`config.mk`:
```
export PLATFORM = sky130hd
export DESIGN_NAME = cpu_control_unit
export DESIGN_NICKNAME = d
export VERILOG_FILES = /design/src/rtl/cpu_control_unit.sv
export SDC_FILE = /design/constraint.sdc
export NUM_CORES = 1
export LEC_CHECK = 0
export BUFFER_PORTS_ARGS = -buffer_cell sky130_fd_sc_hd__buf_2
export CAP_MARGIN = 25
export CORE_MARGIN = 4
export CORE_UTILIZATION = 52
export DETAILED_ROUTE_END_ITERATION = 7
export PLACE_DENSITY_LB_ADDON = 0.15
export SYNTH_ARGS = -nofsm -noshare
export SYNTH_HDL_FRONTEND = slang
export SYNTH_SLANG_ARGS = --single-unit
```
`constraint.sdc`:
```
create_clock -name CLK -period 3.6 [get_ports CLK]
set_clock_uncertainty 0.05 [all_clocks]
set_input_delay 0.36 -clock CLK [delete_from_list [all_inputs] [get_ports CLK]]
set_output_delay 0.36 -clock CLK [all_outputs]
set_load 0.02 [all_outputs]
```
`src/rtl/cpu_control_unit.sv`:
```
`default_nettype none
// ============================================================================
// Module      : cpu_control_unit
// Description : Multi-cycle FETCH/EXEC/WB control stage. It owns the PC, fetches
//               instructions over a valid handshake, decodes them for the 8x8
//               register file and ALU, and redirects the PC on j/beq.
//               Optional macro CPU_CTRL_ILLEGAL_TRAP_EN adds a HALT/TRAP state.
// Revision    : 1.0 - initial release
// ============================================================================
module cpu_control_unit #(
  parameter int                  PC_WIDTH = 32,
  parameter logic [PC_WIDTH-1:0] RESET_PC = '0
) (
  input  logic                CLK,
  input  logic                RESET,
  input  logic [31:0]         INSTRUCTION,
  input  logic                INSTR_VALID,
  input  logic                ZERO,
  output logic [PC_WIDTH-1:0] PC,
  output logic                FETCH_REQ,
  output logic [2:0]          READREG1,
  output logic [2:0]          READREG2,
  output logic [2:0]          WRITEREG,
  output logic                WRITEENABLE,
  output logic [2:0]          ALUOP,
  output logic                IMM_SEL,
  output logic                NEG_SEL,
  output logic [7:0]          IMMEDIATE,
  output logic                TRAP
);

  typedef enum logic [1:0] {
    S_FETCH = 2'd0,
    S_EXEC  = 2'd1,
    S_WB    = 2'd2,
    S_HALT  = 2'd3
  } state_t;

  localparam logic [7:0] OP_LOADI = 8'h00;
  localparam logic [7:0] OP_MOV   = 8'h01;
  localparam logic [7:0] OP_ADD   = 8'h02;
  localparam logic [7:0] OP_SUB   = 8'h03;
  localparam logic [7:0] OP_AND   = 8'h04;
  localparam logic [7:0] OP_OR    = 8'h05;
  localparam logic [7:0] OP_J     = 8'h06;
  localparam logic [7:0] OP_BEQ   = 8'h07;

  state_t              state_q, state_d;
  logic [PC_WIDTH-1:0] pc_q, pc_d;
  logic [31:0]         ir_q, ir_d;

  logic [7:0]          op;
  logic [2:0]          dec_aluop;
  logic                dec_imm, dec_neg, dec_wr;
  logic [PC_WIDTH-1:0] pc_seq, pc_tgt;
  logic                unused_ir_bits;

  assign op             = ir_q[31:24];
  assign unused_ir_bits = ^ir_q[15:11];
  assign pc_seq         = pc_q + PC_WIDTH'(4);
  // Branch/jump offset is a signed word count relative to the next sequential PC.
  assign pc_tgt         = pc_seq + {{(PC_WIDTH-10){ir_q[23]}}, ir_q[23:16], 2'b00};

  always_comb begin
    dec_aluop = 3'b000;
    dec_imm   = 1'b0;
    dec_neg   = 1'b0;
    dec_wr    = 1'b0;
    case (op)
      OP_LOADI: begin dec_aluop = 3'b000; dec_imm = 1'b1; dec_wr = 1'b1; end
      OP_MOV:   begin dec_aluop = 3'b000; dec_wr = 1'b1; end
      OP_ADD:   begin dec_aluop = 3'b001; dec_wr = 1'b1; end
      OP_SUB:   begin dec_aluop = 3'b001; dec_neg = 1'b1; dec_wr = 1'b1; end
      OP_AND:   begin dec_aluop = 3'b010; dec_wr = 1'b1; end
      OP_OR:    begin dec_aluop = 3'b011; dec_wr = 1'b1; end
      OP_J:     begin dec_aluop = 3'b000; end
      OP_BEQ:   begin dec_aluop = 3'b001; dec_neg = 1'b1; end
      default:  begin dec_aluop = 3'b000; end
    endcase
  end

  always_comb begin
    state_d     = state_q;
    pc_d        = pc_q;
    ir_d        = ir_q;
    FETCH_REQ   = 1'b0;
    WRITEENABLE = 1'b0;
    READREG1    = 3'b000;
    READREG2    = 3'b000;
    WRITEREG    = 3'b000;
    ALUOP       = 3'b000;
    IMM_SEL     = 1'b0;
    NEG_SEL     = 1'b0;
    IMMEDIATE   = 8'h00;

    if (state_q == S_EXEC || state_q == S_WB) begin
      READREG1  = ir_q[10:8];
      READREG2  = ir_q[2:0];
      WRITEREG  = ir_q[18:16];
      IMMEDIATE = ir_q[7:0];
      ALUOP     = dec_aluop;
      IMM_SEL   = dec_imm;
      NEG_SEL   = dec_neg;
    end

    case (state_q)
      S_FETCH: begin
        FETCH_REQ = 1'b1;
        if (INSTR_VALID) begin
          ir_d    = INSTRUCTION;
          state_d = S_EXEC;
        end
      end
      S_EXEC: begin
`ifdef CPU_CTRL_ILLEGAL_TRAP_EN
        state_d = (op > OP_BEQ) ? S_HALT : S_WB;
`else
        state_d = S_WB;
`endif
      end
      S_WB: begin
        WRITEENABLE = dec_wr;
        pc_d        = (op == OP_J || (op == OP_BEQ && ZERO)) ? pc_tgt : pc_seq;
        state_d     = S_FETCH;
      end
      default: begin
`ifdef CPU_CTRL_ILLEGAL_TRAP_EN
        state_d = S_HALT;
`else
        state_d = S_FETCH;
`endif
      end
    endcase

    // Outputs are forced low for the whole time reset is held, not just after the edge.
    if (!RESET) begin
      FETCH_REQ   = 1'b0;
      WRITEENABLE = 1'b0;
      READREG1    = 3'b000;
      READREG2    = 3'b000;
      WRITEREG    = 3'b000;
      ALUOP       = 3'b000;
      IMM_SEL     = 1'b0;
      NEG_SEL     = 1'b0;
      IMMEDIATE   = 8'h00;
    end
  end

`ifdef CPU_CTRL_ILLEGAL_TRAP_EN
  assign TRAP = RESET && (state_q == S_HALT);
`else
  assign TRAP = 1'b0;
`endif

  assign PC = pc_q;

  always_ff @(posedge CLK or negedge RESET) begin
    if (!RESET) begin
      state_q <= S_FETCH;
      pc_q    <= RESET_PC;
      ir_q    <= '0;
    end else begin
      state_q <= state_d;
      pc_q    <= pc_d;
      ir_q    <= ir_d;
    end
  end

endmodule
`default_nettype wire

```
; ---- Word-level counts from Yosys, hierarchy flattened
; Cells that the tools add are included.
[word_totals]
regBits = 66
latch_bits = 0
ramBits = 0
rom_bits = 0
in_bits = 36
wordCells = 49
memories = 0
[classes]
add_sub_neg = 2
n_mul = 0
div_mod_pow = 0
magnitude_cmp = 0
eq_ne = 10
n_shift = 0
n_mux = 25
bitwise_logic = 0
reduce_logical = 9
[op_table]
columns = op, n
row1 = $add 32x3->32 const B, 1
row2 = $add 32x32->32, 1
row3 = $eq 8x3->1 const B, 4
row4 = $mux 32, 1
row5 = $mux 3, 8
row6 = $eq 8x2->1 const B, 2
row7 = $mux 8, 2
row8 = $mux 1, 11
row9 = $eq 8x1->1 const B, 1
row10 = $logic_not 8->1, 1
row11 = $pmux 2 s3, 1
row12 = $reduce_or 6->1, 1
row13 = $pmux 2 s2, 1
row14 = $reduce_or 3->1, 1
row15 = $eq 2x1->1 const B, 1
row16 = $eq 2x2->1 const B, 1
row17 = $logic_not 2->1, 1
row18 = $logic_or 1x1->1, 2
row19 = $mux 2, 1
row20 = $ne 2x2->1 const B, 1
row21 = $reduce_and 2->1, 1
row22 = $reduce_or 2->1, 1
row23 = $logic_and 1x1->1, 1

; ---- Depth between registers and ports, before layout
; Gate-level depths: netlist (run 1).
[depth]
ltp_word = 5
ltp_mapped = 19
depth_no_buf = 17

; ---- Worst setup path after synthesis (run 1)
; Ideal clock, no wire load.
[synth_timing]
path_kind = register -> register
start = register pc_q[10], in the netlist PC[10]
end = register pc_q[31], in the netlist PC[31]
setup_ns = 0.133
arrival_ns = 3.352
setup_slack_ns = 0.065
stages_incl_launch_ff = 20
path_buffers = 2
period_less_slack_ns = 3.535
path_cell_list = dfrtp_1 -> buf_4 -> and4_4 -> nand2_2 -> nor3_4 -> and2_1 -> nand3_1 -> nor2_1 -> xor2_1 -> ha_1 -> clkbuf_1 -> a21oi_1 -> o21ai_0 -> nor2_1 -> o211ai_1 -> o21ai_0 -> o21ai_0 -> a21oi_1 -> a41o_1 -> nand4_1
[synth_between]
elab_chain_cells = 3
[synth_rtl]
columns = element, line_no
row1 = start: declaration, 49  ; logic [PC_WIDTH-1:0] pc_q, pc_d;
row2 = start signal: assignment, 164  ; pc_q <= pc_d;
row3 = $add 32x3->32 (*), 60  ; assign pc_seq = pc_q + PC_WIDTH'(4);
row4 = $add 32x32->32, 62  ; assign pc_tgt = pc_seq + {{(PC_WIDTH-10){ir_q[23]}}, ir_q[23:16], 2'b00};
row5 = $mux 32 (*), 123  ; pc_d = (op == OP_J || (op == OP_BEQ && ZERO)) ? pc_tgt : pc_seq;
; Mark *: on every way between the ends. The rest lies on a longest branch, timed or not.
; A chain may end at the register's enable or synchronous reset.

; ---- Final worst setup path (run 1)
[layout_timing]
start = register pc_q[5], in the netlist PC[5]
end = register pc_q[24], in the netlist PC[24]
; Same word-level chain as after synthesis.

==> results of run 1 <==
[Yosys cell counts, types with 3 or more instances]
| master | n |
|---|---|
| nor2_1 | 41 |
| nand3_1 | 23 |
| mux2i_1 | 4 |
| clkbuf_1 | 18 |
| nor3_1 | 9 |
| buf_2 | 5 |
| o21a_1 | 5 |
| o22ai_1 | 3 |
| nand4_1 | 11 |
| mux2_2 | 27 |
| a41oi_1 | 3 |
| xnor2_1 | 31 |
| inv_1 | 17 |
| o21bai_1 | 8 |
| nand2_1 | 61 |
| xor2_1 | 18 |
| and2_1 | 3 |
| and4_1 | 3 |
| o21ai_0 | 29 |
| and3_1 | 23 |
| a31oi_1 | 11 |
| buf_4 | 10 |
| o21ai_1 | 13 |
| a21o_1 | 12 |
| a21oi_1 | 54 |
| o211ai_1 | 7 |
| nand2b_1 | 4 |
| dfrtp_1 | 59 |
| ha_1 | 41 |
| a22oi_1 | 5 |
| nor2b_1 | 3 |
[layout by cell type, fill, tap and decap left out, drive strengths merged, types with 3 or more instances in the layout]
master | synthesis | routed
and3 | 24 | 24
ha | 41 | 41
conb | 1 | 4
nand4 | 12 | 12
o22ai | 3 | 3
nand2 | 62 | 62
nor3 | 10 | 10
o211ai | 7 | 7
o21a | 5 | 5
xor2 | 18 | 18
o21ai | 43 | 43
nand2b | 4 | 4
buf | 15 | 145
a41oi | 3 | 3
xnor2 | 31 | 31
o21bai | 8 | 8
a22oi | 5 | 5
nand3 | 25 | 25
a31oi | 12 | 12
mux2i | 4 | 4
nor2b | 3 | 3
mux2 | 28 | 28
a21o | 13 | 13
inv | 17 | 21
clkbuf | 18 | 9
nor2 | 44 | 44
a21oi | 55 | 55
dfrtp | 59 | 59
and2 | 3 | 3
and4 | 4 | 4
[per-layer routing]
layer	GRT usage [%]	vias up	share of wire, %
li1	-	2426	-
met1	34.5	2397	44
met2	41.1	145	47
met3	3.91	25	6.4
met4	7.31	0	1.8
met5	0	-	0
[report_power, final]
part | switching [mW] | leakage, nW | total, mW | internal (mW)
combinational | 2.63 | 2.24 | 4.64 | 2.01
sequential | 0.265 | 0.694 | 1.22 | 0.954
clock | 0.341 | 0.103 | 0.675 | 0.333
total | 3.23 | 3.03 | 6.53 | 3.30
[state kept, by name, indices dropped and copies added, names as in the netlist]
signal	count
PC	30
ir_q	27
state_q	2
[critical path, cell delays in order (launching register included)]
cell	delay (ns)
dfrtp_1	0.38
nand3_2	0.13
nor2_4	0.15
nand3_2	0.15
nor2_4	0.16
nand4_1	0.12
xnor2_1	0.22
ha_1	0.31
a21o_1	0.21
a21o_1	0.18
a21o_1	0.19
a221o_1	0.35
a31oi_4	0.22
nor3_1	0.11
mux2_4	0.30
o21ai_1	0.11
[cell type report]
| type | count | area, um2 | share of cell area (%) |
|---|---|---|---|
| clock buffers | 9 | 124 | 1.96 |
| clock inverters | 7 | 83.8 | 1.33 |
| inverters | 17 | 63.8 | 1.01 |
| multi-input cells | 494 | 3490 | 55.3 |
| flip-flops and latches | 59 | 1480 | 23.4 |
| well taps | 129 | 161 | 2.56 |
| repair buffers | 146 | 911 | 14.4 |
[worst paths after layout]
check,to,depth (start not counted)
setup / recovery,PC[24]$_DFFE_PN0N_,15
hold reg to reg,ir_q[1]$_DFFE_PN0P_,1
setup reg to reg,PC[24]$_DFFE_PN0N_,15
max in group asynchronous,PC[21]$_DFFE_PN0N_,3
min in group asynchronous,ir_q[25]$_DFFE_PN0P_,2
hold / removal,ir_q[25]$_DFFE_PN0P_,2
[per-stage QoR]
stage	std cells	setup WS (ns)
floorplan	603	0.0645
global placement	841	0.128
detailed placement	841	0.0456
CTS	858	0.00361
global route	861	-0.000613
finish	861	0.187
[logic make-up (layout without fill, tap and decap cells)]
group | Yosys count | in the layout | share of synthesized area [%]
mux | 32 | 32 | 7.02
flops | 59 | 59 | 28.9
xor+xnor | 49 | 49 | 8.39
buf+inv | 50 | 179 | 4.53
fa+ha+maj | 42 | 42 | 10.4
compound gates | 170 | 170 | 21.4
other cells | 1 | 4 | 0.0733
simple gates | 197 | 197 | 19.3
[timing repair]
item / 4_1_cts / 5_1_grt
resized for setup: 0 / 21
setup endpoints to repair: 0 / 12
hold endpoints to repair: 21 / 0
hold buffers: 1 / 0
buffers inserted: 0 / 2
==> metrics.yaml, run 1 <==
status:
  status: "finished, final reports clean"
clock_tree:
  clockBufferDepth: 2
  root_buffer: "clkbuf_8"
  insertion_delay_ns: 0.35
  cts_sinks: 59
  cts_tree: "yes"
  path_clk_slew_ns: 0.10
  cts_max_level: 3
  cts_made_buffers: 9
detailed_routing:
  drc: 0
  via_per_inst: 5.80
  wirelength_um: 14100
  wire_per_inst_um: 16.4
  dr.first_iter.drc_count: 332
  ant_nets: 0
  num_vias: 4993
  drt_pass1_iterations: 5
timing:
  max_freq_ghz: 0.293
  setup_violations: 0
  worst_slew_pin_slew_ns: 0.796
  fin_crit_sh_pct: 94.8
  finalHoldViolations: 0
  setup_tns_ns: 0
  period_minus_slack_ns: 3.41
  whs_ns: 0.188
  slew_viol_final: 0
  slew_headroom_pct: 46.9
power_and_ir_drop:
  cellLeakagePower_nw: 3.03
  ir_drop_mv: 0.680
  total_power_mw: 6.53
  power_density_nw_per_um2: 1030
cells_and_area:
  fin_util_pct: 67.0
  final_nets: 805
  syn_to_final_growth_pct: 23.4
  n_antenna_cell: 0
  fill_cells: 810
  finalInstanceArea_um2: 6310
  drive_gt1_share_pct: 30.6
setup_path:
  cp.arrival_ns: 3.65
  worstPathMaxFanout: 4
  startpoint_type: "flip-flop"
  rr_startpoint: "PC[5]$_DFFE_PN0N_"
  startpoint: "PC[5]$_DFFE_PN0N_"
  end_kind: "flip-flop"
  rrSetupSlack_ns: 0.19
  critPathRequiredTime_ns: 3.84
  path_class: "reg -> reg"
yosys:
  synthFlopType: "dfrtp_1"
  ys_seq_area_share_pct: 28.9
  yosys_warnings: 0
  synth-edff-count: 0
  synth.area.top_cells: "dfrtp_1 (29%), ha_1 (10%), mux2_2 (5.9%)"
  netlist_instances: 600
  synth_area_um2: 5110
  yosysUniqueCellTypes: 66
  synth_top_area_cell: "dfrtp_1"
  synth_top_area_share_pct: 28.9
  synth-seq-cells: 59
  async_flop_share_pct: 100
  postSynthAreaPerCell_um2: 8.52
global_routing:
  grt_max_degree: 62
  grt.overflow.total: 0
  grt_pass1_wl_um: 23300
  grt_pass1_vias: 4794
  antenna_found_initial: 0
  grt_use_total_pct: 25.2
min_path:
  hold_class: "in -> reg"
  hp-start: "INSTRUCTION[25]"
flow_run:
  cap_violations: 0
die:
  rows: 35
  die_h_um: 107
  start_util_pct: 54.3
  ioPinCount: 93
  die_w_um: 107
  dieArea_um2: 11500
  core_area_um2: 9420
place:
  dpl_cell_area_um2: 5990
  dp_hpwl_um: 10600
  io_buffers: 83
  routabilityCongestion: 0.949
Power figures use the tool's default switching activity.
==> run 2: changes to the inputs <==
--- a/config.mk
+++ b/config.mk
@@ -5,10 +5,11 @@
 export SDC_FILE = /design/constraint.sdc
 export NUM_CORES = 1
 export LEC_CHECK = 0
+export ABC_AREA = 1
 export BUFFER_PORTS_ARGS = -buffer_cell sky130_fd_sc_hd__buf_2
 export CAP_MARGIN = 25
 export CORE_MARGIN = 4
-export CORE_UTILIZATION = 52
+export CORE_UTILIZATION = 53
 export DETAILED_ROUTE_END_ITERATION = 7
 export PLACE_DENSITY_LB_ADDON = 0.15
 export SYNTH_ARGS = -nofsm -noshare
==> run 2 against run 1 <==
Clock-buffer cell count up 2. Combinational power down 6.0%. Hold slack worse by 0.026 ns. Design area up 2.9%. First-iteration DRC count up 58%. Sequential power about the same. Total power down 5.3%. Sequential cell count unchanged. Final cell count up 32%. Largest cell class unchanged. Highest routed layer unchanged.
==> metrics.yaml, run 2 <==
global_routing:
  grt_pass1_wl_um: 26000  # was 23,300 um
  grt_max_degree: 62  # unchanged
  met3_usage_pct: 3.18  # was 3.91%
  use_met1_pct: 35.4  # was 34.5%
  grt_use_met2_pct: 40.3  # was 41.1%
  antenna_found_initial: 0  # unchanged
  grt.busiest_layer: "met2"  # unchanged
  grt.overflow.total: 0  # unchanged
  grt_use_total_pct: 25.3  # was 25.2%
  grt_pass1_vias: 5462  # was 4,794
setup_path:
  worstPathCellList: "ha_1 -> inv_1 -> nor2_2 -> and2_4 -> nand2_2 -> nor2_4 -> nand3_1 -> and2_1 -> ha_1 -> nand2_1 -> inv_1 -> nand2_1 -> nor3_1 -> nand3_1 -> nand4_1 -> nand3_1 -> nand2_1 -> nand2_1"  # was nand3_2 -> nor2_4 -> nand3_2 -> nor2_4 -> nand4_1 -> xnor2_1 -> ha_1 -> a21o_1 -> a21o_1 -> a21o_1 -> a221o_1 -> a31oi_4 -> nor3_1 -> mux2_4 -> o21ai_1
  cp.arrival_ns: 3.41  # was 3.65 ns
  end_kind: "flip-flop"  # unchanged
  path_class: "reg -> reg"  # unchanged
  cpMaxStageDelayCell: "dfrtp_1"  # unchanged
  path_common_cell: "nand2_1"  # was a21o_1
  worstPathMaxFanout: 5  # was 4
  cpPeakStageDelay_ns: 0.45  # was 0.38 ns
  critPathRequiredTime_ns: 3.78  # was 3.84 ns
  startpoint_type: "flip-flop"  # unchanged
cells_and_area:
  n_antenna_cell: 0  # unchanged
  fin_cells: 1133  # was 861
  most-common-layout-cells: "nand2_1 (254), nor2_1 (135), inv_1 (117)"  # was buf_2 (83), nand2_1 (61), buf_4 (61)
  syn_to_final_growth_pct: 12.2  # was 23.4%
  final_nets: 1070  # was 805
  layout_commonest_cell: "nand2_1"  # was buf_2
  finalInstanceArea_um2: 6500  # was 6310 um2
  drive_gt1_share_pct: 15.2  # was 30.6%
  largest_reg_flops: 30  # unchanged
power_and_ir_drop:
  ir_drop_mv: 0.630  # was 0.680 mV
  switching_share_pct: 55.3  # was 49.5%
  p_int_mw: 2.77  # was 3.30 mW
  p_sw_mw: 3.42  # was 3.23 mW
  p_comb_share_pct: 70.5  # was 71.0%
  power_density_nw_per_um2: 952  # was 1030 nW/um2
  p_seq_share_pct: 19.6  # was 18.7%
  p_clk_share_pct: 9.9  # was 10.3%
  cellLeakagePower_nw: 3.55  # was 3.03 nW
yosys:
  synth_simple_gate_area_share_pct: 39.3  # was 19.3%
  synthFlopType: "dfrtp_1"  # unchanged
  synth-edff-count: 0  # unchanged
  synth_top_family_by_area: "simple AND/OR/NAND/NOR gates"  # was compound AO/OA/AOI/OAI gates
  synth.area.top_cells: "dfrtp_1 (25%), nand2_1 (16%), ha_1 (8.9%)"  # was dfrtp_1 (29%), ha_1 (10%), mux2_2 (5.9%)
  async_flop_share_pct: 100  # unchanged
  synth_top_area_share_pct: 25.5  # was 28.9%
  synth-compound-area-share_pct: 10.7  # was 21.4%
  yosys.cell_count.top_type: "nand2_1"  # unchanged
  synth_top_area_cell: "dfrtp_1"  # unchanged
  synth-xor-area-share_pct: 3.61  # was 8.39%
  yosys_warnings: 0  # unchanged
  synthAdderAreaFrac_pct: 9.20  # was 10.4%
  yosys-mux-area-fraction_pct: 1.56  # was 7.02%
  ys_seq_area_share_pct: 25.5  # was 28.9%
  netlist_instances: 912  # was 600
  synth_area_um2: 5790  # was 5110 um2
  postSynthAreaPerCell_um2: 6.35  # was 8.52 um2
  synth-seq-cells: 59  # unchanged
  netlist_top_cells_count: "nand2_1 (254), nor2_1 (135), inv_1 (117)"  # was nand2_1 (61), dfrtp_1 (59), a21oi_1 (54)
  yosysUniqueCellTypes: 44  # was 66
clock_tree:
  cts_tree: "yes"  # unchanged
  cts_hold_buf: 0  # was 1
  cts_sinks: 59  # unchanged
  path_clk_slew_ns: 0.07  # was 0.10 ns
  cts_max_level: 3  # unchanged
  cts_made_buffers: 9  # unchanged
  root_buffer: "clkbuf_8"  # unchanged
  cts-resized-gates: 0  # unchanged
  cts_setup_buffers: 0  # unchanged
  insertion_delay_ns: 0.34  # was 0.35 ns
  clockBufferDepth: 2  # unchanged
timing:
  max_freq_ghz: 0.309  # was 0.293 GHz
  setup_tns_ns: 0  # unchanged
  period_minus_slack_ns: 3.23  # was 3.41 ns
  rsz0062_at_grt: "no"
  slew_viol_final: 0  # unchanged
  finalHoldViolations: 0  # unchanged
  fin_crit_sh_pct: 89.8  # was 94.8%
  whs_ns: 0.162  # was 0.188 ns
  setup_violations: 0  # unchanged
  worst_slew_pin_slew_ns: 0.787  # was 0.796 ns
  slew_headroom_pct: 47.5  # was 46.9%
place:
  placed_cells: 1117  # was 841
  io_buffers: 83  # unchanged
  dp_hpwl_um: 12600  # was 10,600 um
  routabilityCongestion: 0.966  # was 0.949
  dpl_cell_area_um2: 6300  # was 5990 um2
flow_run:
  cap_violations: 0  # unchanged
die:
  dieArea_um2: 12700  # was 11,500 um2
  core_area_um2: 10500  # was 9420 um2
  ioPinCount: 93  # unchanged
  start_util_pct: 55.4  # was 54.3%
  die_h_um: 113  # was 107 um
  die_w_um: 113  # was 107 um
  rows: 37  # was 35
detailed_routing:
  via_per_inst: 5.30  # was 5.80
  dr.first_iter.drc_count: 524  # was 332
  wire_per_inst_um: 14.2  # was 16.4 um
  drt_pass1_iterations: 6  # was 5
  ant_nets: 0  # unchanged
  num_vias: 6003  # was 4,993
  drc: 0  # unchanged
  wirelength_um: 16100  # was 14,100 um
min_path:
  hold_class: "in -> async"  # was in -> reg
status:
  status: "finished, final reports clean"  # unchanged
## run 2: worst paths after layout
path,from,endpoint,slack [ns],cells after the start
max,PC[3]$_DFFE_PN0N_,PC[26]$_DFFE_PN0N_,0.37,18
min,RESET,ir_q[6]$_DFFE_PN0P_,0.16,2
max reg2reg,PC[3]$_DFFE_PN0N_,PC[26]$_DFFE_PN0N_,0.37,18
min reg2reg,ir_q[29]$_DFFE_PN0P_,ir_q[29]$_DFFE_PN0P_,0.46,1
max in group asynchronous,RESET,PC[7]$_DFFE_PN0N_,2.81,2
min in group CLK,INSTRUCTION[30],ir_q[30]$_DFFE_PN0P_,0.19,2
## run 2: critical path: cells and delay by family (launching register included)
| kind | cells | cell delay, ns |
|---|---|---|
| simple gates | 14 | 1.92 |
| fa+ha+maj | 2 | 0.57 |
| flops | 1 | 0.45 |
| buf+inv | 2 | 0.14 |
## run 2: routing by layer
metal  up-vias  wire, um
met2       204      7300
met1      2709      7460
met3        33       934
met4         0       433
li1       3057         -
met5         -         0
## run 2: kinds of logic after synthesis
| family | Yosys count |
|---|---|
| AND/OR/NAND/NOR | 520 |
| buffers and inverters | 145 |
| AO/OA/AOI/OAI | 114 |
| flip-flops | 59 |
| adder cells (fa/ha/maj) | 42 |
| XOR/XNOR | 23 |
| multiplexers | 8 |
| other | 1 |
## run 2: layout make-up
cell class | count | area [um2]
Tap cell | 136 | 170
Clock buffer | 11 | 141
Multi-Input combinational cell | 711 | 3740
Clock inverter | 5 | 52.6
Timing Repair Buffer | 89 | 460
Fill cell | 1059 | 3970
Inverter | 122 | 458
Sequential cell | 59 | 1480
## run 2: stage by stage
step	util [%]	worst slack (ns)	total power, mW
final	62.1	0.367	6.19
after global routing	62.1	0.186	6.84
after CTS	62.1	0.441	6.15
after detailed placement	60.2	0.471	5.51
after global placement	60.2	0.488	5.45
after floorplan	-	0.844	4.48
## run 2: power groups by stage
stage	combinational (mW)	clock, mW	sequential, mW
detailed placement	4.29	0	1.22
global route	4.93	0.652	1.25
floorplan	3.18	0	1.29
CTS	4.32	0.620	1.21
global placement	4.24	0	1.22
finish	4.36	0.613	1.21
